--- src/rtl/arb_pkg.sv ---
// Shared definitions for the round-robin arbiter: state encoding and
// requester/index sizing.
package arb_pkg;
    localparam int ARB_N = 8;
    localparam int IDX_W = 3;

    typedef enum logic {
        IDLE  = 1'b0,
        GRANT = 1'b1
    } arb_state_e;
endpackage

--- src/rtl/round_robin_arbiter_8_if.sv ---
// Request/grant bundle between requesters (master) and the arbiter (slave).
interface round_robin_arbiter_8_if;
    import arb_pkg::*;

    logic [ARB_N-1:0] req;
    logic             done;
    logic [ARB_N-1:0] grant;
    logic [IDX_W-1:0] grant_idx;
    logic             grant_valid;
    logic             timeout;

    modport master (
        output req, done,
        input  grant, grant_idx, grant_valid, timeout
    );

    modport slave (
        input  req, done,
        output grant, grant_idx, grant_valid, timeout
    );
endinterface

--- src/rtl/rr_priority_encoder.sv ---
// Stateless round-robin pick: first set request scanning upward from ptr,
// wrapping from the top requester back to 0.
module rr_priority_encoder
    import arb_pkg::*;
(
    input  logic [ARB_N-1:0] req,
    input  logic [IDX_W-1:0] ptr,
    output logic [ARB_N-1:0] onehot,
    output logic [IDX_W-1:0] idx,
    output logic             any
);
    logic [IDX_W-1:0] pos;

    always_comb begin
        pos = '0;
        idx = '0;
        any = 1'b0;
        for (int i = 0; i < ARB_N; i++) begin
            // 3-bit add wraps 7 -> 0 for free
            pos = ptr + i[IDX_W-1:0];
            if (!any && req[pos]) begin
                any = 1'b1;
                idx = pos;
            end
        end
        onehot = any ? (ARB_N'(1) << idx) : '0;
    end
endmodule

--- src/rtl/round_robin_arbiter_8.sv ---
// Round-robin arbiter for 8 requesters with per-owner hold limit and a
// mandatory idle cycle between owners.
module round_robin_arbiter_8
    import arb_pkg::*;
#(
    parameter int size     = 8,
    parameter int HOLD_MAX = 15
) (
    input  logic                    clk,
    input  logic                    rst,
    round_robin_arbiter_8_if.slave  bus
);
    arb_state_e       state_q;
    logic [IDX_W-1:0] ptr_q;
    logic [7:0]       hold_cnt_q;
    logic [7:0]       hold_cnt_d;
    logic [size-1:0]  grant_q;
    logic [IDX_W-1:0] idx_q;
    logic             valid_q;
    logic             timeout_q;

    logic [ARB_N-1:0] pick_onehot;
    logic [IDX_W-1:0] pick_idx;
    logic             pick_any;
    logic             owner_req;
    logic             hold_hit;
    logic             release_now;

    rr_priority_encoder u_pick (
        .req    (bus.req),
        .ptr    (ptr_q),
        .onehot (pick_onehot),
        .idx    (pick_idx),
        .any    (pick_any)
    );

    assign owner_req   = bus.req[idx_q];
    assign hold_hit    = (hold_cnt_q == 8'(HOLD_MAX - 1));
    assign release_now = bus.done || !owner_req || hold_hit;
    assign hold_cnt_d  = hold_cnt_q + 8'd1;

    always_ff @(posedge clk or posedge rst) begin
        if (rst) begin
            state_q    <= IDLE;
            ptr_q      <= '0;
            hold_cnt_q <= '0;
            grant_q    <= '0;
            idx_q      <= '0;
            valid_q    <= 1'b0;
            timeout_q  <= 1'b0;
        end else begin
            timeout_q <= 1'b0;
            case (state_q)
                IDLE: begin
                    if (pick_any) begin
                        state_q    <= GRANT;
                        grant_q    <= pick_onehot;
                        idx_q      <= pick_idx;
                        valid_q    <= 1'b1;
                        hold_cnt_q <= '0;
                    end
                end
                GRANT: begin
                    if (release_now) begin
                        state_q    <= IDLE;
                        grant_q    <= '0;
                        idx_q      <= '0;
                        valid_q    <= 1'b0;
                        hold_cnt_q <= '0;
                        ptr_q      <= idx_q + 3'd1;
                        // only a pure hold-limit release counts as a timeout
                        timeout_q  <= hold_hit && !bus.done && owner_req;
                    end else begin
                        hold_cnt_q <= hold_cnt_d;
                    end
                end
                default: state_q <= IDLE;
            endcase
        end
    end

    assign bus.grant       = grant_q;
    assign bus.grant_idx   = idx_q;
    assign bus.grant_valid = valid_q;
    assign bus.timeout     = timeout_q;
endmodule

--- src/flat_wrapper.sv ---
// flat-port wrapper written by rule: the top's interface ports become plain ports
module round_robin_arbiter_8_flat import arb_pkg::*;
#(
    parameter int size     = 8,
    parameter int HOLD_MAX = 15
)
  (clk, rst, bus_req, bus_done, bus_grant, bus_grant_idx, bus_grant_valid, bus_timeout);
  round_robin_arbiter_8_if bus_i ();
  input  logic clk;
  input  logic rst;
  input wire logic [$bits(bus_i.req)-1:0] bus_req;
  input wire logic [$bits(bus_i.done)-1:0] bus_done;
  output wire logic [$bits(bus_i.grant)-1:0] bus_grant;
  output wire logic [$bits(bus_i.grant_idx)-1:0] bus_grant_idx;
  output wire logic [$bits(bus_i.grant_valid)-1:0] bus_grant_valid;
  output wire logic [$bits(bus_i.timeout)-1:0] bus_timeout;
  assign bus_i.req = bus_req;
  assign bus_i.done = bus_done;
  assign bus_grant = bus_i.grant;
  assign bus_grant_idx = bus_i.grant_idx;
  assign bus_grant_valid = bus_i.grant_valid;
  assign bus_timeout = bus_i.timeout;
  round_robin_arbiter_8 #(.size(size), .HOLD_MAX(HOLD_MAX)) u_core (.clk(clk), .rst(rst), .bus(bus_i));
endmodule
--- config.mk ---
export PLATFORM = sky130hd
export DESIGN_NAME = round_robin_arbiter_8_flat
export DESIGN_NICKNAME = d
export VERILOG_FILES = /design/src/rtl/arb_pkg.sv /design/src/rtl/round_robin_arbiter_8_if.sv /design/src/rtl/rr_priority_encoder.sv /design/src/rtl/round_robin_arbiter_8.sv /design/src/flat_wrapper.sv
export SDC_FILE = /design/constraint.sdc
export NUM_CORES = 1
export LEC_CHECK = 0
export ABC_AREA = 1
export BUFFER_PORTS_ARGS = -buffer_cell sky130_fd_sc_hd__buf_2
export CORE_ASPECT_RATIO = 1.1
export CORE_MARGIN = 5
export CORE_UTILIZATION = 55
export CTS_CLUSTER_DIAMETER = 60
export CTS_CLUSTER_SIZE = 14
export DETAILED_ROUTE_END_ITERATION = 16
export GPL_TIMING_DRIVEN = 1
export PLACE_DENSITY = 0.76
export SYNTH_ARGS = -nofsm -noshare
export SYNTH_HDL_FRONTEND = slang
export SYNTH_HIERARCHICAL = 1
export SYNTH_SLANG_ARGS = --single-unit
--- constraint.sdc ---
create_clock -name clk -period 2.7 [get_ports clk]
set_input_delay 0.54 -clock clk [delete_from_list [all_inputs] [get_ports clk]]
set_output_delay 0.54 -clock clk [all_outputs]
set_load 0.005 [all_outputs]
==> impl_results.md, run 1 <==
* Final nets at 369
* Residual DRC at 0
* Post-layout util at between 60% and 70%
* Worst R2R Path Depth at 11
* Hold Crit Class: in2async
* Layout cells sized above 1 at between 20% and 30%
* Switching Fraction at between 50% and 60%
* Synth unique cells at 34
* Routed len/inst at roughly 12 um
* Post-CTS Hold Buffers at 0
* CTS root buffer: clkbuf_8
* Crit end category: flip-flop
* Placed Cells incl. Taps at 400
* Synthesized Nets at about 340
* CTS Buffer Depth at 2
* Final critical-path required period at 2500 ps
* Final Hold Violating Endpoints at 0
* Setup slack, reg-to-reg at ~200 ps
* First-pass GRT wire length at just under 9000 um
* Final RePlAce weighted congestion at 0.870
* WP data arrival at 2650 ps
* Net Sw Power at between 2 and 2.5 mW
* Area Growth Syn to Fin at 11.2%
* RSZ-0062 raised after global routing: false
* DRT Pass-1 Iters at 5
* Filler cells at 417
* Internal power at between 1 and 1.5 mW
* Gr usage total at between 10% and 20%
* ANT cells at 0
* Critical path required time at 2850 ps
* Register area share after synthesis at 28.7%
* Part of the power in the clock network at around 6.6%
* Critical R2R Launch: u_core/ptr_q[1]
* # setup viols final at 0
* Status: complete, no violations
* MaxCap Viol Count at 0
* Hold WS at between 400 and 500 ps
* Clk_skew at 8.50 ps
* Crit Path Max Fanout at 9
* Initial antenna violation count at 0
* IO Count at 24
* Post-Syn Area at roughly 2200 um2
* Synth top area share at 28.7%
* Sequential share of power at about 16%
* Via count at around 2100
* Vias/cell at around 5.3
* Critical path launch point type: flip-flop
* Synth area leaders: dfrtp_1, nand2_1, nand3_1, inv_1, nor2_1
* DRT iter0 DRCs at 134
* CTS tree: done
* FF-to-FF End: u_core/state_q
* Final worst slack at between 200 and 250 ps
* Pin count of the biggest net entering global routing at 26
* Core area at 3900 um2
* Flops & latches, synth at 25
* Clk sinks at 25
* Total CTS buffers at 3
* Critical setup path kind: reg2reg
* Peak supply drop at 0.704 mV
* Area of placed instances at between 2000 and 2500 um2
* Power Density at 1450 nW/um2
* Die Height at approximately 76 um
* FMAX at 0.401 GHz
* Worst slack, placed at 136 ps
* Vias in the first global route at a little over 2000
* Die Footprint at approximately 5300 um2
* Die width at between 70 and 80 um
* Pleak at about 1.4 nW
* Worst slew pin tran at ~950 ps
* Final slew viol count at 0
* Clock latency on the worst-skew pair at approximately 280 ps
* Gate power share at just under 80%
* Antenna violation net count after detailed routing at 0
* Final Cycle Share at 92.4%
* Final Cell Area at between 2000 and 2500 um2
* Clock transition at the registers of the reported paths at 100 ps
* Cell row count at 24
* Total Wirelength at about 5000 um
* Initial Util at ~56%
* PortBufs at 23
* Sum of negative setup slack at 0 ps
* Power Total at between 3 and 4 mW
* H-tree depth at 1
* Gr ovfl total at 0
* Syn avg cell area at between 6 and 7 um2
* Dpl hpwl at between 3000 and 4000 um
* Max transition margin at approximately 37%
* Synth warnings at 6
* Final non-filler cell total at slightly above 400
* Yosys top cell by area: dfrtp_1
* Instance count of the mapped netlist at around 330
==> worst max-delay path by stage <==
| stage | to | slack [ps] | start | cells after the start |
|---|---|---|---|---|
| finish | u_core/state_q | 200 | u_core/ptr_q[1] | 11 |
| global route | u_core/bus.grant[1] | 20 | u_core/ptr_q[0] | 16 |
| CTS | u_core/bus.grant_idx[2] | 120 | u_core/ptr_q[1] | 14 |
| detailed placement | u_core/bus.grant_idx[2] | 140 | u_core/ptr_q[1] | 14 |
| global placement | u_core/bus.grant[6] | 250 | u_core/ptr_q[0] | 15 |
| floorplan | u_core/bus.grant_idx[0] | 190 | u_core/ptr_q[0] | 16 |
==> cells by family (layout without fill, tap and decap cells) <==
logic type,count (synthesis),count (layout),share of synthesized area [%]
simple gates,232,232,51.9
xor+xnor,10,10,4.71
buf+inv,45,72,9.30
flops,25,25,28.7
compound gates,8,8,2.53
fa+ha+maj,5,5,2.87
==> sequential cells by signal, summed over array words and instances, names as in the netlist <==
name	cells
u_core/bus.grant	8
u_core/bus.grant_idx	3
u_core/bus.grant_valid	1
u_core/bus.timeout	1
u_core/hold_cnt_q	8
u_core/ptr_q	3
u_core/state_q	1
==> layout by cell type (no fill, tap or decap), types with 2 or more instances in the layout <==
cell / netlist / final
clkbuf_8: 0 / 3
xnor2_2: 1 / 2
nand2_1: 118 / 118
nor3_1: 2 / 2
nand4_4: 2 / 2
dfrtp_1: 25 / 25
nand3_2: 9 / 9
ha_1: 5 / 4
buf_2: 1 / 23
nand2_4: 2 / 2
nand2_2: 7 / 7
inv_2: 9 / 10
xor2_1: 4 / 4
nand4_1: 9 / 9
xnor2_1: 4 / 3
nor2_1: 25 / 25
buf_4: 2 / 7
nor2_4: 2 / 2
inv_1: 28 / 27
nand3_1: 51 / 51
o21ai_0: 3 / 3
==> cell type report <==
type	count	area (um2)	share of cell area [%]
tap	52	65.1	2.68
inverter	38	145	5.99
clock inverter	1	7.51	0.310
timing repair buffer	30	168	6.92
clock buffer	3	41.3	1.70
sequential	25	626	25.8
multi-input combinational	255	1370	56.6
==> worst max-delay path: stages (launching register included) <==
cell and delay, ps:
dfrtp_1 400, buf_4 190, ha_1 260, xor2_2 250, nor2_1 100, a31oi_2 240
inv_2 70, nor2_4 180, nand3_1 160, nand2_1 220, buf_4 200, o21ai_0 100
==> cell usage after synthesis <==
cell and count:
clkbuf_1 1, dfrtp_1 25, buf_2 1, nor3_1 2
nand2_2 7, xnor2_1 4, nand3_1 51, or2_0 1
nand4_4 2, a21boi_0 1, nor2_4 2, inv_2 9
ha_1 5, xnor2_2 1, nand4_1 9, a31oi_1 1
a31oi_2 1, nor2_1 25, a21oi_2 1, nand3b_1 1
nand3b_2 1, xor2_1 4, nand2_4 2, inv_4 1
o21ai_1 1, nor2_2 1, o21ai_0 3, nor2_8 1
inv_1 28, nand3_2 9, nand2_1 118, buf_4 2
xor2_2 1, buf_6 3
==> power by group through the flow <==
| stage | clock, mW | combinational [mW] | sequential, mW |
|---|---|---|---|
| 3_3_place_gp | 0 | 2.59 | 0.579 |
| 6_report | 0.232 | 2.70 | 0.575 |
| 3_5_place_dp | 0 | 2.62 | 0.581 |
| 5_1_grt | 0.257 | 3.06 | 0.590 |
| 4_1_cts | 0.236 | 2.64 | 0.574 |
| 2_1_floorplan | 0 | 2.13 | 0.551 |
==> per-layer routing <==
| metal | share of wire (%) | up-vias | track usage (%) |
|---|---|---|---|
| met5 | 0 | - | 0 |
| li1 | - | 1095 | - |
| met3 | 3.0 | 14 | 1.32 |
| met4 | 2.9 | 0 | 8.81 |
| met2 | 52 | 46 | 34.7 |
| met1 | 42 | 980 | 24.1 |
==> what timing repair did <==
action | in CTS | in global routing
endpoints found under the setup margin | 0 | 12
setup buffers | 0 | 0
gates resized for setup | 0 | 4
No activity file was read; power rests on OpenSTA's default activity.
==> run 2: changes to the inputs <==
--- a/config.mk
+++ b/config.mk
@@ -5,16 +5,17 @@
 export SDC_FILE = /design/constraint.sdc
 export NUM_CORES = 1
 export LEC_CHECK = 0
-export ABC_AREA = 1
 export BUFFER_PORTS_ARGS = -buffer_cell sky130_fd_sc_hd__buf_2
+export CELL_PAD_IN_SITES_DETAIL_PLACEMENT = 1
+export CELL_PAD_IN_SITES_GLOBAL_PLACEMENT = 1
 export CORE_ASPECT_RATIO = 1.1
 export CORE_MARGIN = 5
-export CORE_UTILIZATION = 55
+export CORE_UTILIZATION = 47
 export CTS_CLUSTER_DIAMETER = 60
 export CTS_CLUSTER_SIZE = 14
 export DETAILED_ROUTE_END_ITERATION = 16
 export GPL_TIMING_DRIVEN = 1
-export PLACE_DENSITY = 0.76
+export PLACE_DENSITY_LB_ADDON = 0.1
 export SYNTH_ARGS = -nofsm -noshare
 export SYNTH_HDL_FRONTEND = slang
 export SYNTH_HIERARCHICAL = 1
==> impl_results.md, run 2 <==
* Synth warnings at 6
* Total CTS buffers at 3
* Post-synth ARST share at 100%
* Final Cycle Share at 117%
* Vias/cell at 6.31
* Gr ovfl total at 0
* ANT cells at 0
* Initial Util at 48.6%
* Storage element area at approximately 630 um2
* Via count at 2176
* Post-CTS Hold Buffers at 0
* Clk_skew at approximately 6.5 ps
* Critical setup path kind: reg2reg
* Sum of negative setup slack at -4960 ps
* Most frequent cells after synthesis: dfrtp_1, mux2i_1, nand2_1
* Layout cells sized above 1 at approximately 48%
* Worst slack, placed at -367 ps
* Final Hold Violating Endpoints at 0
* Synth top area share at 27.5%
* Commonest non-fill, non-tap cell in the layout: buf_4
* Instance count of the mapped netlist at roughly 220
* PortBufs at 23
* Post-layout util at about two thirds
* # setup viols final at 20
* Worst slew pin tran at around 630 ps
* CTS Buffer Depth at 2
* Power Density at 1510 nW/um2
* Final non-filler cell total at around 350
* Pleak at ~1.4 nW
* Synthesized Nets at between 200 and 250
* Final nets at 306
* Die width at ~76 um
* Register area share after synthesis at a little over a quarter
* Power Total at approximately 4.7 mW
* CTS tree: done
* Pin count of the biggest net entering global routing at 20
* Area occupied by multi-input gates at ~1800 um2
* Hold WS at ~330 ps
* Total Wirelength at 7800 um
* Hold Crit Class: in2async
* Max transition margin at 58.0%
* Most frequent cells in the layout: buf_4, dfrtp_1, buf_2
* Area Growth Syn to Fin at 36.0%
* IO Count at 24
* Synth area leaders: dfrtp_1, mux2i_1, mux4_2, mux2_2, ha_1
* Post-Syn Area at about 2300 um2
* Residual DRC at 0
* First-pass GRT wire length at approximately 12000 um
* Cell row count at 26
* Area of placed instances at between 2000 and 3000 um2
* Final RePlAce weighted congestion at between 0.8 and 0.9
* Most frequent cell after synthesis: dfrtp_1
* RSZ-0062 raised after global routing: true
* Flops & latches, synth at 25
* Status: finished, violations left
* CTS root buffer: clkbuf_8
* Synth Flop Type: dfrtp_1
* DRT iter0 DRCs at ~110
* Gr usage total at about 22%
* MaxCap Viol Count at 0
* Clock transition at the registers of the reported paths at about 90 ps
* Syn avg cell area at about 10 um2
* Placed Cells incl. Taps at 329
* Clock latency on the worst-skew pair at ~270 ps
* Core area at about 4700 um2
* Crit Path Max Fanout at 5
* Routed len/inst at about 23 um
* Initial antenna violation count at 0
* Critical path required time at about 2900 ps
* Vias in the first global route at ~2300
* Final Cell Area at ~3100 um2
* Peak supply drop at between 0.5 and 0.6 mV
* Antenna violation net count after detailed routing at 0
* Final worst slack at -458 ps
* Die Footprint at roughly 6300 um2
* Filler cells at 517
* H-tree depth at 1
* Yosys top cell by area: dfrtp_1
* Number of enable flip-flop cells after synthesis at 0
* Dpl hpwl at between 5000 and 6000 um
* Crit end category: flip-flop
* Final critical-path required period at around 3200 ps
* Die Height at 83.0 um
* WP data arrival at between 3000 and 4000 ps
* Clk sinks at 25
* DRT Pass-1 Iters at 4
* Synth unique cells at 61
* FMAX at 0.317 GHz
* Final slew viol count at 0
* Critical path launch point type: flip-flop
* Failing checks: negative setup slack
run 2: cell count changes after synthesis, sizes merged, moves of 5 or more:
cell   previous run  this run
mux2              0        11
mux2i             0        23
o21ai             4        12
nor2             29         8
nand2           127        16
mux4              0         8
o22ai             0         9
inv              38        13
nand3            60         9
a22o              0         5
nand4            11         3
run 2: layout make-up:
type	count	share of cell area, %
Multi-Input combinational cell	178	58.9
Tap cell	56	2.26
Timing Repair Buffer	69	15.3
Inverter	13	1.78
Clock buffer	4	1.45
Sequential cell	25	20.2
run 2: path summary, 6_finish.rpt:
kind | from | end | slack, ps | cells past startpoint
setup reg to reg | u_core/ptr_q[0] | u_core/bus.grant[0] | -460 | 12
max in group asynchronous | rst | u_core/bus.grant_valid | 1770 | 3
min in group clk | u_core/bus.grant_valid | u_core/bus.grant_valid | 510 | 1
hold / removal | rst | u_core/bus.grant[6] | 330 | 2
hold reg to reg | u_core/bus.grant_valid | u_core/bus.grant_valid | 510 | 1
setup / recovery | u_core/ptr_q[0] | u_core/bus.grant[0] | -460 | 12
run 2: cells by family after synthesis:
group | count (synthesis) | synth area share [%]
AO/OA/AOI/OAI | 57 | 20.5
XOR/XNOR | 6 | 2.64
adder cells (fa/ha/maj) | 5 | 2.75
buffers and inverters | 21 | 4.67
flip-flops | 25 | 27.5
multiplexers | 42 | 24.9
AND/OR/NAND/NOR | 66 | 17.1
run 2: power by group:
part / internal [mW] / total, mW / switching, mW
Combinational: 1.80 / 3.85 / 2.05
Sequential: 0.470 / 0.593 / 0.122
Clock: 0.106 / 0.228 / 0.123
run 2: timing repair:
action                                  in CTS  in global routing
buffers inserted                             1                 10
endpoints found under the setup margin      21                 21
pin swaps                                    8                  9
gates cloned                                 1                  1
resized for setup                           18                 21
run 2: critical path: stages (launching register included):
cell,delay [ps]
dfrtp_1,410
clkinvlp_4,130
ha_4,310
mux4_2,590
mux2_4,350
nand3_2,90
nand2_2,60
a211oi_2,180
nor2b_4,310
inv_4,100
nor4b_4,250
mux2i_1,130
o22ai_1,170
run 2: per-layer routing:
layer | GRT usage [%] | share of wire (%)
met1 | 27.0 | 41
met2 | 40.2 | 55
met3 | 1.62 | 1.8
met4 | 7.31 | 2.2
met5 | 0 | 0
